**config.mk**
```make
export PLATFORM = sky130hd
export DESIGN_NAME = div3_frame_tx_flat
export DESIGN_NICKNAME = d
export VERILOG_FILES = /design/src/rtl/div3_frame_tx_if.sv /design/src/rtl/div3_frame_tx.sv /design/src/flat_wrapper.sv
export SDC_FILE = /design/constraint.sdc
export NUM_CORES = 1
export LEC_CHECK = 0
export BUFFER_PORTS_ARGS = -buffer_cell sky130_fd_sc_hd__buf_4
export CORE_UTILIZATION = 57
export DETAILED_ROUTE_END_ITERATION = 8
export HOLD_SLACK_MARGIN = 0.08
export PLACE_DENSITY = 0.81
export SLEW_MARGIN = 0
export SYNTH_ARGS = -nofsm -noshare
export SYNTH_HDL_FRONTEND = slang
export SYNTH_SLANG_ARGS = --single-unit
```
**constraint.sdc**
```tcl
create_clock -name clk -period 2.5 [get_ports clk]
set_input_delay 0.25 -clock clk [delete_from_list [all_inputs] [get_ports clk]]
set_output_delay 0.25 -clock clk [all_outputs]
set_load 0.01 [all_outputs]
```
**src/rtl/div3_frame_tx_if.sv**
```systemverilog
// Word-in / serial-out bundle for div3_frame_tx: valid/ready word handshake plus the
// registered serial frame outputs.
interface div3_frame_tx_if #(
  parameter int unsigned WIDTH = 8
) ();
  logic [WIDTH-1:0] din;
  logic             din_valid;
  logic             din_ready;
  logic             x;
  logic             frame;
  logic             last;
  logic [1:0]       residue;
  logic             done;

  modport master (
    output din, din_valid,
    input  din_ready, x, frame, last, residue, done
  );

  modport slave (
    input  din, din_valid,
    output din_ready, x, frame, last, residue, done
  );
endinterface

```
**src/rtl/div3_frame_tx.sv**
```systemverilog
// Serial frame transmitter: shifts a word out MSB-first and optionally appends a 2-bit
// check field that makes the whole frame divisible by 3.
module div3_frame_tx #(
  parameter int unsigned WIDTH        = 8,
  parameter bit          APPEND_CHECK = 1'b1
) (
  input logic            clk,
  input logic            rst_n,
  div3_frame_tx_if.slave bus
);
  localparam logic [1:0] StIdle  = 2'd0;
  localparam logic [1:0] StData  = 2'd1;
  localparam logic [1:0] StCheck = 2'd2;

  localparam int unsigned   CntW    = $clog2(WIDTH);
  localparam logic [CntW-1:0] LastIdx = CntW'(WIDTH - 1);

  logic [1:0]       state_q, state_d;
  logic [CntW-1:0]  cnt_q, cnt_d;
  logic [WIDTH-1:0] shift_q, shift_d;
  logic [1:0]       chk_q, chk_d;
  logic [1:0]       residue_q, residue_d;
  logic [1:0]       chk_val;
  logic [2:0]       res_acc;
  logic             x_q, x_d;
  logic             frame_q, frame_d;
  logic             last_q, last_d;
  logic             done_q, done_d;
  logic             accept;

  assign bus.din_ready = (state_q == StIdle) || last_q;
  assign accept        = bus.din_valid && bus.din_ready;

  // 2*r + x is at most 5, so a single conditional subtract reduces it mod 3.
  assign res_acc = {residue_q, 1'b0} + {2'b00, x_q};

  always_comb begin
    residue_d = residue_q;
    if (accept) begin
      residue_d = 2'd0;
    end else if (frame_q) begin
      residue_d = (res_acc >= 3'd3) ? 2'(res_acc - 3'd3) : res_acc[1:0];
    end
  end

  always_comb begin
    case (residue_d)
      2'd1:    chk_val = 2'd2;
      2'd2:    chk_val = 2'd1;
      default: chk_val = 2'd0;
    endcase
  end

  always_comb begin
    state_d = state_q;
    cnt_d   = cnt_q;
    shift_d = shift_q;
    chk_d   = chk_q;
    x_d     = 1'b0;
    frame_d = 1'b0;
    last_d  = 1'b0;
    done_d  = last_q;
    if (accept) begin
      state_d = StData;
      cnt_d   = '0;
      x_d     = bus.din[WIDTH-1];
      shift_d = {bus.din[WIDTH-2:0], 1'b0};
      frame_d = 1'b1;
    end else begin
      case (state_q)
        StData: begin
          if (cnt_q == LastIdx) begin
            cnt_d = '0;
            if (APPEND_CHECK) begin
              // residue_d here is the residue of the data bits alone; freeze it.
              state_d = StCheck;
              chk_d   = chk_val;
              x_d     = chk_val[1];
              frame_d = 1'b1;
            end else begin
              state_d = StIdle;
            end
          end else begin
            cnt_d   = cnt_q + CntW'(1);
            x_d     = shift_q[WIDTH-1];
            shift_d = {shift_q[WIDTH-2:0], 1'b0};
            frame_d = 1'b1;
            last_d  = !APPEND_CHECK && (cnt_d == LastIdx);
          end
        end
        StCheck: begin
          if (cnt_q == '0) begin
            cnt_d   = CntW'(1);
            x_d     = chk_q[0];
            frame_d = 1'b1;
            last_d  = 1'b1;
          end else begin
            cnt_d   = '0;
            state_d = StIdle;
          end
        end
        default: state_d = StIdle;
      endcase
    end
  end

  always_ff @(posedge clk or negedge rst_n) begin
    if (!rst_n) begin
      state_q   <= StIdle;
      cnt_q     <= '0;
      shift_q   <= '0;
      chk_q     <= 2'd0;
      residue_q <= 2'd0;
      x_q       <= 1'b0;
      frame_q   <= 1'b0;
      last_q    <= 1'b0;
      done_q    <= 1'b0;
    end else begin
      state_q   <= state_d;
      cnt_q     <= cnt_d;
      shift_q   <= shift_d;
      chk_q     <= chk_d;
      residue_q <= residue_d;
      x_q       <= x_d;
      frame_q   <= frame_d;
      last_q    <= last_d;
      done_q    <= done_d;
    end
  end

  assign bus.x       = x_q;
  assign bus.frame   = frame_q;
  assign bus.last    = last_q;
  assign bus.residue = residue_q;
  assign bus.done    = done_q;
endmodule

```
**src/flat_wrapper.sv**
```systemverilog
// flat-port wrapper written by rule: the top's interface ports become plain ports
module div3_frame_tx_flat 
#(
  parameter int unsigned WIDTH        = 8,
  parameter bit          APPEND_CHECK = 1'b1
)
  (clk, rst_n, bus_din, bus_din_valid, bus_din_ready, bus_x, bus_frame, bus_last, bus_residue, bus_done);
  div3_frame_tx_if #(.WIDTH(WIDTH)) bus_i ();
  input logic clk;
  input logic rst_n;
  input wire logic [$bits(bus_i.din)-1:0] bus_din;
  input wire logic [$bits(bus_i.din_valid)-1:0] bus_din_valid;
  output wire logic [$bits(bus_i.din_ready)-1:0] bus_din_ready;
  output wire logic [$bits(bus_i.x)-1:0] bus_x;
  output wire logic [$bits(bus_i.frame)-1:0] bus_frame;
  output wire logic [$bits(bus_i.last)-1:0] bus_last;
  output wire logic [$bits(bus_i.residue)-1:0] bus_residue;
  output wire logic [$bits(bus_i.done)-1:0] bus_done;
  assign bus_i.din = bus_din;
  assign bus_i.din_valid = bus_din_valid;
  assign bus_din_ready = bus_i.din_ready;
  assign bus_x = bus_i.x;
  assign bus_frame = bus_i.frame;
  assign bus_last = bus_i.last;
  assign bus_residue = bus_i.residue;
  assign bus_done = bus_i.done;
  div3_frame_tx #(.WIDTH(WIDTH), .APPEND_CHECK(APPEND_CHECK)) u_core (.clk(clk), .rst_n(rst_n), .bus(bus_i));
endmodule
```
==> flow_summary.toml <==
[clock_network]
clkSinkCount = 19
post_cts_buffers = 0
insertion_delay_ns = 0.30
root_buffer = "clkbuf_4"
cts_resized = 0
cts_hold_buf = 1
clk_path_buf_depth = 2
cts_tree = "built"
cts_htree_levels = 1
path_clk_slew_ns = 0.11
cts_buffers = 3

[status]
outcome = "complete, but fails checks"
violations = "DRC"

[critical_path]
worst-path-max-fanout = 8
worstSetupPathType = "register to register"
crit_path_start_kind = "register"
reg2reg_slack_ns = 0.60
worstPathArrival_ns = 2.10
required_ns = 2.69
cp-end-kind = "register"

[sta]
fmax_mhz = 525.5
fin_crit_ns = 1.903
rsz0062_at_grt = "false"
worstMarginPinSlew_ns = 0.3749
slew_violations = 0
final.period_utilization = 0.7611
maxSlewHeadroom = 0.7495
hold_viol = 0
finClkSkew_ns = 0.002601
tns_ns = 0
setup_viol = 0

[layout]
syn2layout_area_growth_pct = 17.39
drive_above_1_share = 0.2174
final_nets = 134
n_antenna_cell = 0

[routing]
drt-initial-drc-count = 14
dr.pass1.iters = 6
wl_per_cell_um = 13.88
drc = 3
vias_per_cell = 5.710
wirelength_um = 1818
vias = 748
ant_nets = 0

[job]
drv_cap = 0

[floorplan]
placementRows = 14
core_sq_mm = 0.001559
initial_core_util = 0.6324
die_x_um = 43.59
die_area_sq_mm = 0.001900
die_y_um = 43.59
io_pins = 18

[global_routing]
grt_max_degree = 20
grt-ovfl-total = 0
grt_pass1_vias = 738
antenna_found_initial = 0
grt_pass1_wl_um = 3174
grt_use_total = 0.2328

[worst_hold_path]
min_path_type = "input port to register"

[logic_synthesis]
ys_warn_count = 0
avgSynthCellArea_sq_um = 10.38
synth_top_area_share = 0.4822
yosysSeqAreaShare = 0.4822
ys_seq_elements = 19
yosys.area_share.xor_xnor = 0
synthMuxAreaShare = 0.06091
synthDistinctLibCells = 30
synth_area_leaders = "dfrtp_1 (48%), ha_1 (8.9%), mux2i_1 (6.1%), o21ai_0 (5.1%), nand2_1 (4.6%)"
synth_area_sq_um = 985.9
synth_nets = 113
synthSimpleGateAreaFrac = 0.1802
synth_top_area_cell = "dfrtp_1"
synth_compound_area_frac = 0.1485
synth_top_family_by_area = "simple AND/OR/NAND/NOR gates"
syn-instance-count = 95
synthAdderAreaFrac = 0.08883

[power]
max-vdd-ir-drop_mv = 0.6482
total_power_uw = 1188
power_density_mw_per_mm2 = 1027
p_leak_uw = 0.0005686

[placed_design]
port-buffer-count = 17
place.gp.congestion = 0.7339
hpwl_um = 1333
-- kinds of logic after synthesis --
group                      Yosys count
and+or+nand+nor                     33
AOI/OAI and AO/OA                   22
DFF                                 19
buffers and inverters                8
adders and majority gates            7
muxes                                6
-- state kept, by name, indices dropped and copies added (netlist names) --
signal              cells
u_core.shift_q          7
u_core.cnt_q            3
u_core.bus.residue      2
u_core.state_q          2
u_core.bus.done         1
u_core.bus.frame        1
u_core.bus.last         1
u_core.bus.x            1
u_core.chk_q            1
-- placed cells by master (no fill, tap or decap), types with 2 or more instances in the layout --
cell | synthesis | final
mux2i_1 | 6 | 6
and2_2 | 2 | 2
nor2_1 | 5 | 5
nand2b_1 | 3 | 3
nand3b_1 | 4 | 4
clkbuf_4 | 0 | 3
buf_4 | 0 | 18
dfrtp_1 | 19 | 19
ha_1 | 7 | 7
o21ai_0 | 10 | 10
a21oi_1 | 3 | 3
inv_1 | 5 | 5
nand2_1 | 12 | 12
-- power breakdown --
| group | switching (uW) | internal [uW] |
|---|---|---|
| combinational | 267 | 258 |
| clock | 97.7 | 62.3 |
| sequential | 87.3 | 417 |
-- per-stage QoR --
stage,worst slack [ns],area [sq um],utilization,hold slack (ns),instances
after CTS,0.5913,1157,0.7424,0.1244,131
after global placement,0.6337,1121,0.7191,0.1336,126
final,0.5972,1157,0.7424,0.1245,131
after global routing,0.4770,1157,0.7424,0.1315,131
after detailed placement,0.6038,1121,0.7191,0.1361,126
after floorplan,0.7897,985.9,-,-0.04559,95
-- critical path, cell delays in order, from the launching register on --
cell,delay (ns)
dfrtp_1,0.40
inv_1,0.07
ha_1,0.23
o21ai_4,0.25
o221ai_1,0.22
and4_1,0.26
a221o_2,0.36
-- Yosys cell counts, drive strengths merged --
master and instances:
a22oi 1, o21ai 11, a21oi 3, nor3 1, a31oi 1, dfrtp 19
and2 2, or4b 1, ha 7, or2 1, a221o 1, buf 2
o21bai 1, inv 5, clkbuf 1, and3b 1, o21a 1, nor2b 1
o31ai 1, o221ai 1, and4 1, nand2b 3, nand2 12, nand3 1
nand3b 4, mux2i 6, o311ai 1, nor2 5
-- layout make-up --
class | instances | area (sq um)
Sequential cell | 19 | 475.5
Clock buffer | 4 | 26.28
Tap cell | 16 | 20.02
Fill cell | 116 | 401.6
Inverter | 5 | 18.77
Timing Repair Buffer | 19 | 145.1
Multi-Input combinational cell | 68 | 471.7
-- per-layer routing --
layer  vias up  global-route usage  wire [um]
met2        14              0.3791        872
met5         -                   0          0
met3         5             0.02500         47
met1       357              0.2967        852
li1        372                   -          -
met4         0              0.1438         46
-- path summary, 6_finish.rpt --
path,from,to,depth (start not counted)
setup / recovery,u_core.state_q[0]$_DFFE_PN0P_,u_core.bus.x$_DFF_PN0_,6
max in group asynchronous,rst_n,u_core.bus.last$_DFF_PN0_,2
hold reg to reg,u_core.bus.last$_DFF_PN0_,u_core.bus.done$_DFF_PN0_,0
hold / removal,bus_din[0],u_core.shift_q[1]$_DFFE_PN0P_,3
setup reg to reg,u_core.state_q[0]$_DFFE_PN0P_,u_core.bus.x$_DFF_PN0_,6
min in group asynchronous,rst_n,u_core.cnt_q[1]$_DFFE_PN0P_,2
(Power assumes the default switching activity.)
